### config.mk
export PLATFORM = sky130hd
export DESIGN_NAME = mem_port_arbiter
export DESIGN_NICKNAME = d
export VERILOG_FILES = /design/src/rtl/mem_port_arbiter_pkg.sv /design/src/rtl/mem_port_arbiter_arb_prio_sel.sv /design/src/rtl/mem_port_arbiter.sv
export SDC_FILE = /design/constraint.sdc
export NUM_CORES = 1
export LEC_CHECK = 0
export BUFFER_PORTS_ARGS = -buffer_cell sky130_fd_sc_hd__buf_2
export CORE_AREA = 2 2 242 244
export CTS_BUF_LIST = sky130_fd_sc_hd__clkbuf_8
export CTS_CLUSTER_DIAMETER = 50
export CTS_CLUSTER_SIZE = 14
export DETAILED_ROUTE_END_ITERATION = 6
export DIE_AREA = 0 0 244 246
export HOLD_SLACK_MARGIN = 0.15
export PLACE_DENSITY_LB_ADDON = 0.3
export SLEW_MARGIN = 10
export SYNTH_ARGS = -nofsm -noshare
export SYNTH_HDL_FRONTEND = slang
export SYNTH_HIERARCHICAL = 1
export SYNTH_SLANG_ARGS = --single-unit
### constraint.sdc
create_clock -name cpu_clk_50M -period 1.7 [get_ports cpu_clk_50M]
set_input_delay 0.17 -clock cpu_clk_50M [delete_from_list [all_inputs] [get_ports cpu_clk_50M]]
set_output_delay 0.17 -clock cpu_clk_50M [all_outputs]
set_load 0.1 [all_outputs]
### src/rtl/mem_port_arbiter_pkg.sv
// mem_port_arbiter_pkg: shared states, size codes and constants for the memory port arbiter
package mem_port_arbiter_pkg;
  typedef enum logic [1:0] {S_IDLE, S_IREAD, S_DREAD, S_WRITE} state_e;
  localparam logic [1:0] SIZE_B = 2'd0;
  localparam logic [1:0] SIZE_H = 2'd1;
  localparam logic [1:0] SIZE_W = 2'd2;
  localparam logic [1:0] SIZE_D = 2'd3;
  localparam logic TRUE_V = 1'b1;
  localparam logic FALSE_V = 1'b0;
  localparam logic RST_ENABLE = 1'b0;
  localparam logic [63:0] ZERO_WORD = 64'h0;
  // A len of 0 still moves one beat.
  function automatic logic [1:0] beats_of(input logic [1:0] len);
    return len == 2'd0 ? 2'd1 : len;
  endfunction
endpackage

### src/rtl/mem_port_arbiter_arb_prio_sel.sv
// arb_prio_sel: picks the next transaction for the arbiter; write > dcache read > icache read
// Ports: wr_req/d_req/i_req requests in, sel = granted state (S_IDLE when none).
// With RR_READ_ARB_EN defined, clk/rst_n/take add a last-served bit so simultaneous
// reads alternate; take marks cycles where the arbiter is idle and will accept sel.
module arb_prio_sel
  import mem_port_arbiter_pkg::*;
(
`ifdef RR_READ_ARB_EN
  input  logic   clk,
  input  logic   rst_n,
  input  logic   take,
`endif
  input  logic   wr_req,
  input  logic   d_req,
  input  logic   i_req,
  output state_e sel
);
  logic d_wins;
`ifdef RR_READ_ARB_EN
  logic last_d_q, last_d_d;
  always_comb begin
    d_wins = d_req && !(i_req && last_d_q);
    last_d_d = take && !wr_req && (d_req || i_req) ? d_wins : last_d_q;
  end
  always_ff @(posedge clk)
    if (rst_n == RST_ENABLE) last_d_q <= FALSE_V;
    else last_d_q <= last_d_d;
`else
  assign d_wins = d_req;
`endif
  assign sel = wr_req ? S_WRITE : d_wins ? S_DREAD : i_req ? S_IREAD : S_IDLE;
endmodule

### src/rtl/mem_port_arbiter.sv
// mem_port_arbiter: shares one AXI bridge between icache read, dcache read and dcache write-through
// Ports: i_rd_* icache request/beat return, d_rd_* dcache request/beat return, d_wr_* write
// request with d_wr_done pulse, bus_* latched request to the bridge, bus_rd_ready/bus_rd_data
// read beats and bus_w_done write response from the bridge. cpu_rst_n is synchronous active-low.
// Optional macro RR_READ_ARB_EN: alternate dcache/icache reads on simultaneous requests.
module mem_port_arbiter
  import mem_port_arbiter_pkg::*;
#(
  parameter int ADDR_W = 64,
  parameter int DATA_W = 64,
  parameter int MASK_W = 8
) (
  input  logic              cpu_clk_50M,
  input  logic              cpu_rst_n,
  input  logic              i_rd_valid,
  input  logic [ADDR_W-1:0] i_rd_addr,
  input  logic [1:0]        i_rd_len,
  input  logic [1:0]        i_rd_size,
  output logic              i_rd_ready,
  output logic [DATA_W-1:0] i_rd_data,
  input  logic              d_rd_valid,
  input  logic [ADDR_W-1:0] d_rd_addr,
  input  logic [1:0]        d_rd_len,
  input  logic [1:0]        d_rd_size,
  output logic              d_rd_ready,
  output logic [DATA_W-1:0] d_rd_data,
  input  logic              d_wr_valid,
  input  logic [ADDR_W-1:0] d_wr_addr,
  input  logic [DATA_W-1:0] d_wr_data,
  input  logic [MASK_W-1:0] d_wr_mask,
  output logic              d_wr_done,
  output logic              bus_valid,
  output logic              bus_is_write,
  output logic [ADDR_W-1:0] bus_addr,
  output logic [1:0]        bus_len,
  output logic [1:0]        bus_size,
  output logic [DATA_W-1:0] bus_w_data,
  output logic [MASK_W-1:0] bus_w_mask,
  input  logic              bus_rd_ready,
  input  logic [DATA_W-1:0] bus_rd_data,
  input  logic              bus_w_done
);
  state_e state_q, state_d, sel;
  logic [1:0] cnt_q, cnt_d, len_q, len_d, size_q, size_d;
  logic valid_q, valid_d, is_write_q, is_write_d, last_beat;
  logic [ADDR_W-1:0] addr_q, addr_d;
  logic [DATA_W-1:0] wdata_q, wdata_d;
  logic [MASK_W-1:0] mask_q, mask_d;

  arb_prio_sel u_sel (
`ifdef RR_READ_ARB_EN
    .clk(cpu_clk_50M),
    .rst_n(cpu_rst_n),
    .take(state_q == S_IDLE),
`endif
    .wr_req(d_wr_valid),
    .d_req(d_rd_valid),
    .i_req(i_rd_valid),
    .sel(sel)
  );

  always_comb begin
    last_beat = bus_rd_ready && cnt_q == beats_of(len_q) - 2'd1;
    state_d = state_q;
    cnt_d = cnt_q;
    valid_d = valid_q;
    is_write_d = is_write_q;
    addr_d = addr_q;
    len_d = len_q;
    size_d = size_q;
    wdata_d = wdata_q;
    mask_d = mask_q;
    case (state_q)
      S_IDLE: if (sel != S_IDLE) begin
        state_d = sel;
        valid_d = TRUE_V;
        cnt_d = '0;
        is_write_d = sel == S_WRITE;
        addr_d = sel == S_WRITE ? d_wr_addr : sel == S_DREAD ? d_rd_addr : i_rd_addr;
        len_d = sel == S_WRITE ? 2'd0 : sel == S_DREAD ? d_rd_len : i_rd_len;
        size_d = sel == S_WRITE ? SIZE_D : sel == S_DREAD ? d_rd_size : i_rd_size;
        wdata_d = sel == S_WRITE ? d_wr_data : '0;
        mask_d = sel == S_WRITE ? d_wr_mask : '0;
      end
      S_WRITE: if (bus_w_done) begin
        state_d = S_IDLE;
        valid_d = FALSE_V;
      end
      default: if (bus_rd_ready) begin
        state_d = last_beat ? S_IDLE : state_q;
        valid_d = !last_beat;
        cnt_d = last_beat ? 2'd0 : cnt_q + 2'd1;
      end
    endcase
  end

  always_ff @(posedge cpu_clk_50M) begin
    if (cpu_rst_n == RST_ENABLE) begin
      state_q <= S_IDLE;
      cnt_q <= '0;
      valid_q <= FALSE_V;
      is_write_q <= FALSE_V;
      addr_q <= '0;
      len_q <= '0;
      size_q <= '0;
      wdata_q <= '0;
      mask_q <= '0;
    end else begin
      state_q <= state_d;
      cnt_q <= cnt_d;
      valid_q <= valid_d;
      is_write_q <= is_write_d;
      addr_q <= addr_d;
      len_q <= len_d;
      size_q <= size_d;
      wdata_q <= wdata_d;
      mask_q <= mask_d;
    end
  end

  // Beat strobes and data reach only the granted requester.
  assign i_rd_ready = state_q == S_IREAD && bus_rd_ready;
  assign d_rd_ready = state_q == S_DREAD && bus_rd_ready;
  assign i_rd_data = state_q == S_IREAD ? bus_rd_data : '0;
  assign d_rd_data = state_q == S_DREAD ? bus_rd_data : '0;
  assign d_wr_done = state_q == S_WRITE && bus_w_done;
  assign bus_valid = valid_q;
  assign bus_is_write = is_write_q;
  assign bus_addr = addr_q;
  assign bus_len = len_q;
  assign bus_size = size_q;
  assign bus_w_data = wdata_q;
  assign bus_w_mask = mask_q;
endmodule

Yosys cells after proc, flatten, opt, wreduce, memory -nomap -nowiden
Index checks and enable logic that the tools add are counted.
{ "word_totals": {"reg_bits": 146, "input_bits": 343, "out_inout_bits": 273} }
{ "op_classes": {"add_sub_neg": 2, "n_eq_ne": 8, "n_mux": 27, "bitwise": 1, "n_reduce_logical": 15} }
{ "op_table": {"columns": ["op", "count"], "rows": [
  ["64-bit 2-to-1 mux", 5],
  ["2-bit 2-to-1 mux", 14],
  ["2-bit equality test (second input constant)", 4],
  ["8-bit 2-to-1 mux", 1],
  ["2-bit case mux with 2 select lines", 2],
  ["3-bit AND reduction", 2],
  ["3-bit nonzero test", 2],
  ["1-bit logical AND", 4],
  ["2-bit zero test", 2],
  ["1-bit 2-to-1 mux", 4],
  ["2-bit != test (second input constant)", 2],
  ["4-bit AND reduction", 1],
  ["2-bit nonzero test", 2],
  ["2-bit by 1-bit adder with 2-bit output (second input constant)", 1],
  ["2-bit by 1-bit equality test with 1-bit output (second input constant)", 1],
  ["2-bit equality test", 1],
  ["1-bit case mux with 2 select lines", 1],
  ["2-bit AND reduction", 1],
  ["2-bit by 1-bit subtractor with 2-bit output (second input constant)", 1],
  ["1-bit zero test", 1],
  ["1-bit NOT", 1]
]} }

Longest topological paths before layout
Gate-level depths: netlist (run 1).
{ "depth": {"word_depth": 8, "ltp_mapped": 9} }

By module
The synthesis (run 1) kept the hierarchy.
{ "modules_own_cells": {"columns": ["mod", "instances", "cells_each", "area_each_um2", "seq_area_each_um2"], "rows": [
  ["mem_port_arbiter", 1, 892, 7382.1, 2922.8],
  ["arb_prio_sel", 1, 3, 17.5, 0.0]
]} }

Least setup slack after synthesis (run 1)
Ideal clock, no wire load.
{ "synth_timing": {"path_type": "register -> output", "start": "reg state_q[0]", "end": "out d_rd_data[63]", "arrival_ns": 1.755, "slack_ns": -0.225, "stages_incl_launch_ff": 6, "cell_sequence": "dfxtp_1 -> inv_1 -> ha_1 -> clkbuf_1 -> clkbuf_1 -> and2_1"} }
{ "synth_via": {"elab_chain_len": 2} }
{ "synth_rtl": {"columns": ["element", "line", "text"], "rows": [
  ["start: declaration", "mem_port_arbiter.sv:43", "state_e state_q, state_d, sel;"],
  ["start signal: assignment", "mem_port_arbiter.sv:109", "state_q <= state_d;"],
  ["2-bit equality test", "mem_port_arbiter.sv:125", "assign d_rd_data = state_q == S_DREAD ? bus_rd_data : '0;"],
  ["64-bit 2-to-1 mux", "mem_port_arbiter.sv:125", null],
  ["end: declaration", "mem_port_arbiter.sv:26", "output logic [DATA_W-1:0] d_rd_data,"]
]} }
No other way between the ends.

Worst setup path in the final report (run 1)
{ "layout_timing": {"start": "reg state_q[1]", "end": "out d_rd_ready"} }
{ "layout_via": {"elab_chain_len": 2} }
{ "layout_rtl": {"columns": ["element", "line", "text"], "rows": [
  ["2-bit equality test", "mem_port_arbiter.sv:123", "assign d_rd_ready = state_q == S_DREAD && bus_rd_ready;"],
  ["1-bit logical AND", "mem_port_arbiter.sv:123", null],
  ["end: declaration", "mem_port_arbiter.sv:25", "output logic d_rd_ready,"]
]} }
No other way between the ends.

==> results of run 1 <==
critical path: stages, from the launching register on:
cell and delay (ps):
dfxtp_2 340, buf_6 120, ha_4 180, buf_12 150, clkbuf_16 160, and2_4 160
buf_12 160
power by group through the flow:
stage                     registers, W  clock network, W  logic [W]
after floorplan                0.00843                 0    0.00492
after global placement         0.00439                 0     0.0128
after detailed placement       0.00439                 0     0.0129
after CTS                      0.00434           0.00346     0.0142
after global routing           0.00441           0.00355     0.0153
final                          0.00434           0.00325     0.0147
registers in the layout, indices dropped and copies added, names as in the netlist:
signal / flops
bus_valid: 1
bus_len: 2
bus_addr: 64
cnt_q: 2
bus_w_mask: 8
state_q: 2
bus_w_data: 64
bus_is_write: 1
bus_size: 2
area by class of cell:
class                   instances  area [sq um]  area share, %
flip-flops and latches        146          2930          17.15
diodes                          3         7.507        0.04395
inverters                       8         32.53         0.1904
well taps                     765         957.2          5.603
clock inverters                13         197.7          1.157
clock buffers                  18         247.7          1.450
multi-input cells             655          4497          26.32
repair buffers                893          8213          48.08
layout by cell type (no fill, tap or decap), drive strengths merged, types with 64 or more instances in the layout:
cell and instances:
nor2b 74, dlygate4sd3 211, a22oi 72, buf 677, and2 131, o21ai 137, nand2 70, a21oi 71
mux2i 64, dfxtp 146
routing by layer:
metal | vias up | share of wire [%] | GRT usage (%)
met4 | 0 | 3.8 | 6.241
met2 | 434 | 53 | 25.34
met1 | 4727 | 37 | 13.85
met3 | 58 | 5.9 | 2.810
li1 | 4756 | - | -
met5 | - | 0 | 0
timing repair:
item | 4_1_cts | 5_1_grt
gates resized for setup | 120 | 63
pin swaps | 26 | 27
gates cloned | 9 | 9
setup buffers | 7 | 8
hold endpoints to repair | 145 | 0
setup endpoints to repair | 132 | 249
hold buffers | 211 | 0
how the worst max path moves through the flow:
| stage | startpoint | to | slack, ps |
|---|---|---|---|
| floorplan | state_q[0] | d_rd_data[47] | 20 |
| global placement | d_rd_valid | bus_addr[0] | 80 |
| detailed placement | d_rd_valid | bus_addr[13] | 30 |
| CTS | state_q[1] | d_rd_data[62] | -370 |
| finish | state_q[1] | d_rd_ready | -270 |
| global route | state_q[1] | d_rd_data[41] | -370 |
cell families (layout without fill, tap and decap cells):
logic type | after synthesis | count (layout)
AND/OR/NAND/NOR | 290 | 290
other | 0 | 3
AO/OA/AOI/OAI | 297 | 297
multiplexers | 64 | 64
buffers and inverters | 94 | 932
adder cells (fa/ha/maj) | 4 | 4
flip-flops | 146 | 146
stage by stage:
step	utilization, %	setup TNS, ps	worst slack [ps]
floorplan	-	0	18.84
global placement	23.79	0	84.32
detailed placement	23.79	0	31.74
CTS	29.17	-41630	-370.7
global route	29.77	-42150	-367.0
finish	29.78	-30190	-267.1
==> qor.csv, run 1 <==
metric,value,unit
DRT Wirelength,42940,um
hold worst-path end,state_q[0],
routed vias/inst,3.988,
XOR/XNOR Fraction of Synth Area,0,%
area share of the largest cell type after synthesis,39.50,%
number of I/O pins,616,
synth unique cells,42,
Synth Area in Compound Gates,23.18,%
capturing point of the worst reg2reg path,bus_addr[21],
Post-Synth Simple-Gate Area,22.17,%
worst r2r path cells,9,
clk slew on worst S/H paths,80,ps
largest net degree at the start of global routing,80,
Logic pwr share,66.0,%
design area,17080,sq um
first-pass GRT wire length,60590,um
share of cells above drive strength 1,50.09,%
H-tree levels,4,
register share of total power,19.5,%
Synth Area in Adders,0.6764,%
dpl cell area,13650,sq um
mapped cell area,7400,sq um
synth cell count leaders,"146 x dfxtp_1, 133 x o21ai_0, 131 x and2_1",
CTS tree,yes,
Critical Path RT,1530,ps
P per Cell Area,1307,nW/um^2
Synth area leader,dfxtp_1,
starting density of the core,12.90,%
Synth Instances,895,
Max Clock Freq,0.5084,GHz
maximum VDD drop,0.0005607,V
Clock Power Share,14.5,%
Inst Count DP,2226,
final cell count without fillers,2501,
first-pass iteration count of the detailed router,5,
synth warn,6,
leak pwr,7.929,nW
row count,88,
final estimated routing congestion in global placement,0.8951,
"Hold Vio Cnt, Final",0,
hold slack,250.8,ps
core area,57370,sq um
max_slew headroom,62.94,%
failing checks,setup timing,
Antenna Nets Post-Route,0,
Post-synth top flop,dfxtp_1,
Clock Sinks,146,
Final Max Slew Viols,0,
DRC Markers,0,
RSZ-0062 raised after global routing,true,
DP HPWL,30300,um
Reg2Reg Launch Point,state_q[1],
Clock Latency Late Sink,540,ps
hold crit path type,in2reg,
"count leader, synth",dfxtp_1,
initial DRC count,385,
P_int,0.01030,W
WHS Path Cells,4,
"EDFF count, synth",0,
largest family of logic cells by synthesized area,compound AO/OA/AOI/OAI gates,
startpoint type of the worst setup path,flip-flop,
sw power,0.01202,W
status,"finished, violations left",
Worst-Margin Slew,559.8,ps
Setup crit end kind,output pin,
mux share of post-synthesis cell area,8.657,%
Worst Path Max Fanout,5,
fin nets,2068,
hold path start,bus_w_done,
fillers,6003,
"Arr. time, crit path",1800,ps
"FF+latch count, synth",146,
cts bufs inserted,17,
port bufs,615,
sequential area share after synthesis,39.50,%
internal reg-to-reg setup slack,70,ps
Die Span Y,246,um
critical path class,reg2out,
initial antenna violation count,1,
setup violators final,131,
syn nets,1242,
asr flop ratio synth,0,%
Max clock buf depth,2,
Area contributors post-synth,"dfxtp_1 39%, and2_1 11%, o21ai_0 9.0%",
die width,244,um
vias in the first global route,10110,
detailed-route via count,9975,
final period utilization,115.7,%
total power draw,0.02232,W
Clock Skew,25.82,ps
Die ar.,60020,sq um
Net Sw Frac,53.85,%
Final Critical Period,1967,ps
wire length per cell,17.17,um
Max Cap Viol,0,
P&R area growth vs syn,130.9,%
post-route setup slack,-267.1,ps
All-Layer GR Usage,13.31,%
Synth Area per Inst,8.268,sq um
Clock Tree Root,clkbuf_8,
grt ovf,0,
(Power assumes the default switching activity.)
==> run 2: changes to the inputs <==
--- a/config.mk
+++ b/config.mk
@@ -7,10 +7,12 @@
 export LEC_CHECK = 0
 export BUFFER_PORTS_ARGS = -buffer_cell sky130_fd_sc_hd__buf_2
-export CORE_AREA = 2 2 242 244
+export CELL_PAD_IN_SITES_DETAIL_PLACEMENT = 1
+export CELL_PAD_IN_SITES_GLOBAL_PLACEMENT = 1
+export CORE_AREA = 2 2 237 239
 export CTS_BUF_LIST = sky130_fd_sc_hd__clkbuf_8
 export CTS_CLUSTER_DIAMETER = 50
 export CTS_CLUSTER_SIZE = 14
 export DETAILED_ROUTE_END_ITERATION = 6
-export DIE_AREA = 0 0 244 246
+export DIE_AREA = 0 0 239 241
 export HOLD_SLACK_MARGIN = 0.15
 export PLACE_DENSITY_LB_ADDON = 0.3
==> constraint.sdc (replaced) <==
create_clock -name cpu_clk_50M -period 1.7 [get_ports cpu_clk_50M]
set_input_delay 0.085 -clock cpu_clk_50M [delete_from_list [all_inputs] [get_ports cpu_clk_50M]]
set_output_delay 0.085 -clock cpu_clk_50M [all_outputs]
set_load 0.1 [all_outputs]
==> qor.csv, run 2 (synthesis gave the netlist of run 1 again) <==
metric,value,unit
largest net degree at the start of global routing,80,
status,"finished, violations left",
total power draw,0.02472,W
Die ar.,57600,sq um
Worst Path Max Fanout,6,
Clock Tree Root,clkbuf_8,
detailed-route via count,10380,
core area,54880,sq um
starting density of the core,13.48,%
max incr delay on CP,330,ps
failing checks,setup timing,
grt ovf,0,
Slowest cell on crit path,dfxtp_1,
max_slew headroom,59.41,%
P per Cell Area,1344,nW/um^2
sequence of cells on the critical path,buf_4 -> ha_4 -> buf_12 -> clkbuf_16 -> and2_2 -> buf_12,
"Hold Vio Cnt, Final",0,
Net Sw Frac,53.54,%
initial DRC count,268,
row count,86,
Die Span Y,241,um
CTS tree,yes,
hold crit path type,in2reg,
Max clock buf depth,2,
clk slew on worst S/H paths,100,ps
port bufs,615,
Setup crit end kind,output pin,
Max Clock Freq,0.5131,GHz
Antenna Nets Post-Route,0,
Place WS,-173.8,ps
first-pass iteration count of the detailed router,4,
All-Layer GR Usage,14.71,%
first-pass GRT wire length,63640,um
Max Cap Viol,0,
die width,239,um
Logic pwr share,68.6,%
initial antenna violation count,1,
startpoint type of the worst setup path,flip-flop,
Final Critical Period,1949,ps
CP dominant cell by count,buf_12,
setup violators final,276,
RSZ-0062 raised after global routing,true,
ant diodes,0,
critical path class,reg2out,
final estimated routing congestion in global placement,0.8112,
"Arr. time, crit path",1860,ps
Final Max Slew Viols,0,
H-tree levels,4,
DRC Markers,0,
fin nets,2109,
"commonest cells after routing, fill and taps aside","483 x buf_2, 211 x dlygate4sd3_1, 160 x buf_12",
register share of total power,18.1,%
Clock Power Share,13.3,%
P&R area growth vs syn,148.5,%
final period utilization,114.6,%
maximum VDD drop,0.0006208,V
Clock Sinks,146,
fin util,33.51,%
leak pwr,8.365,nW
hold slack,225.0,ps
P_int,0.01149,W
Top Family by Delay on Critical Path,buffers and inverters,
"commonest non-fill, non-tap cell in the layout",buf_2,
post-route setup slack,-248.8,ps
routed vias/inst,4.190,
sw power,0.01324,W
Worst-Margin Slew,613.0,ps
wire length per cell,20.94,um
Clock Latency Late Sink,530,ps
share of cells above drive strength 1,59.19,%
Critical Path RT,1620,ps
DP HPWL,32300,um
number of I/O pins,616,
vias in the first global route,10480,
DRT Wirelength,51890,um
Clock Skew,19.00,ps
cts bufs inserted,17,
Worst Path Buf+Inv,4,
==> run 2: cell count changes in the layout (fill, tap and decap cells not counted), sizes merged <==
cell      delta
diode        -3
clkinv       +2
clkbuf      +17
clkinvlp     -1
inv          -1
buf         +23
and3         +1
==> run 2: worst paths after layout <==
check / start / end / cells past startpoint / slack, ps
worst max-delay path: state_q[0] / i_rd_data[36] / 6 / -250
worst min-delay path: d_rd_addr[21] / bus_addr[21] / 5 / 230
worst max register to register: state_q[1] / bus_valid / 10 / -180
worst min register to register: bus_addr[36] / bus_addr[36] / 2 / 530
==> run 2: final cells by class <==
class                           instances  area, sq um
Fill cell                            6306        36490
Timing Repair Buffer                  933         8930
Multi-Input combinational cell        656         5171
Sequential cell                       146         2927
Tap cell                              704        880.8
Clock buffer                           18        247.7
Clock inverter                         13        201.4
Inverter                                8        32.53
==> run 2: worst min-delay path, stage by stage <==
cell,delay (ps)
buf_2,80
mux2i_1,60
nand2_1,70
o21ai_0,210
a21oi_1,210
==> run 2: routing by layer <==
layer / track usage [%] / wire [um] / vias to the layer above
met5: 0 / 0 / -
met4: 6.591 / 1935 / 0
met3: 4.003 / 3495 / 97
met2: 28.39 / 27670 / 466
met1: 14.61 / 18790 / 4966
li1: - / - / 4855
==> run 2: power by group through the flow <==
stage | registers [W] | clock network [W] | logic [W]
after floorplan | 0.00843 | 0 | 0.00491
after global placement | 0.00439 | 0 | 0.0129
after detailed placement | 0.00440 | 0 | 0.0130
after CTS | 0.00434 | 0.00341 | 0.0140
after global routing | 0.00456 | 0.00354 | 0.0175
final | 0.00449 | 0.00329 | 0.0169
==> run 2: metrics by stage <==
stage	instances	instance area, sq um	setup TNS, ps
floorplan	895	7527	0
global placement	2157	13470	-156.1
detailed placement	2157	13470	-173.8
CTS	2411	16430	-36770
global route	2478	18390	-58810
finish	2478	18390	-33870
==> run 2: what timing repair did <==
item | CTS | global route
hold endpoints to repair | 145 | 0
pin swaps | 25 | 96
endpoints found under the setup margin | 131 | 269
hold buffers | 211 | 0
setup buffers | 7 | 28
cloned | 5 | 40
resized for setup | 90 | 298
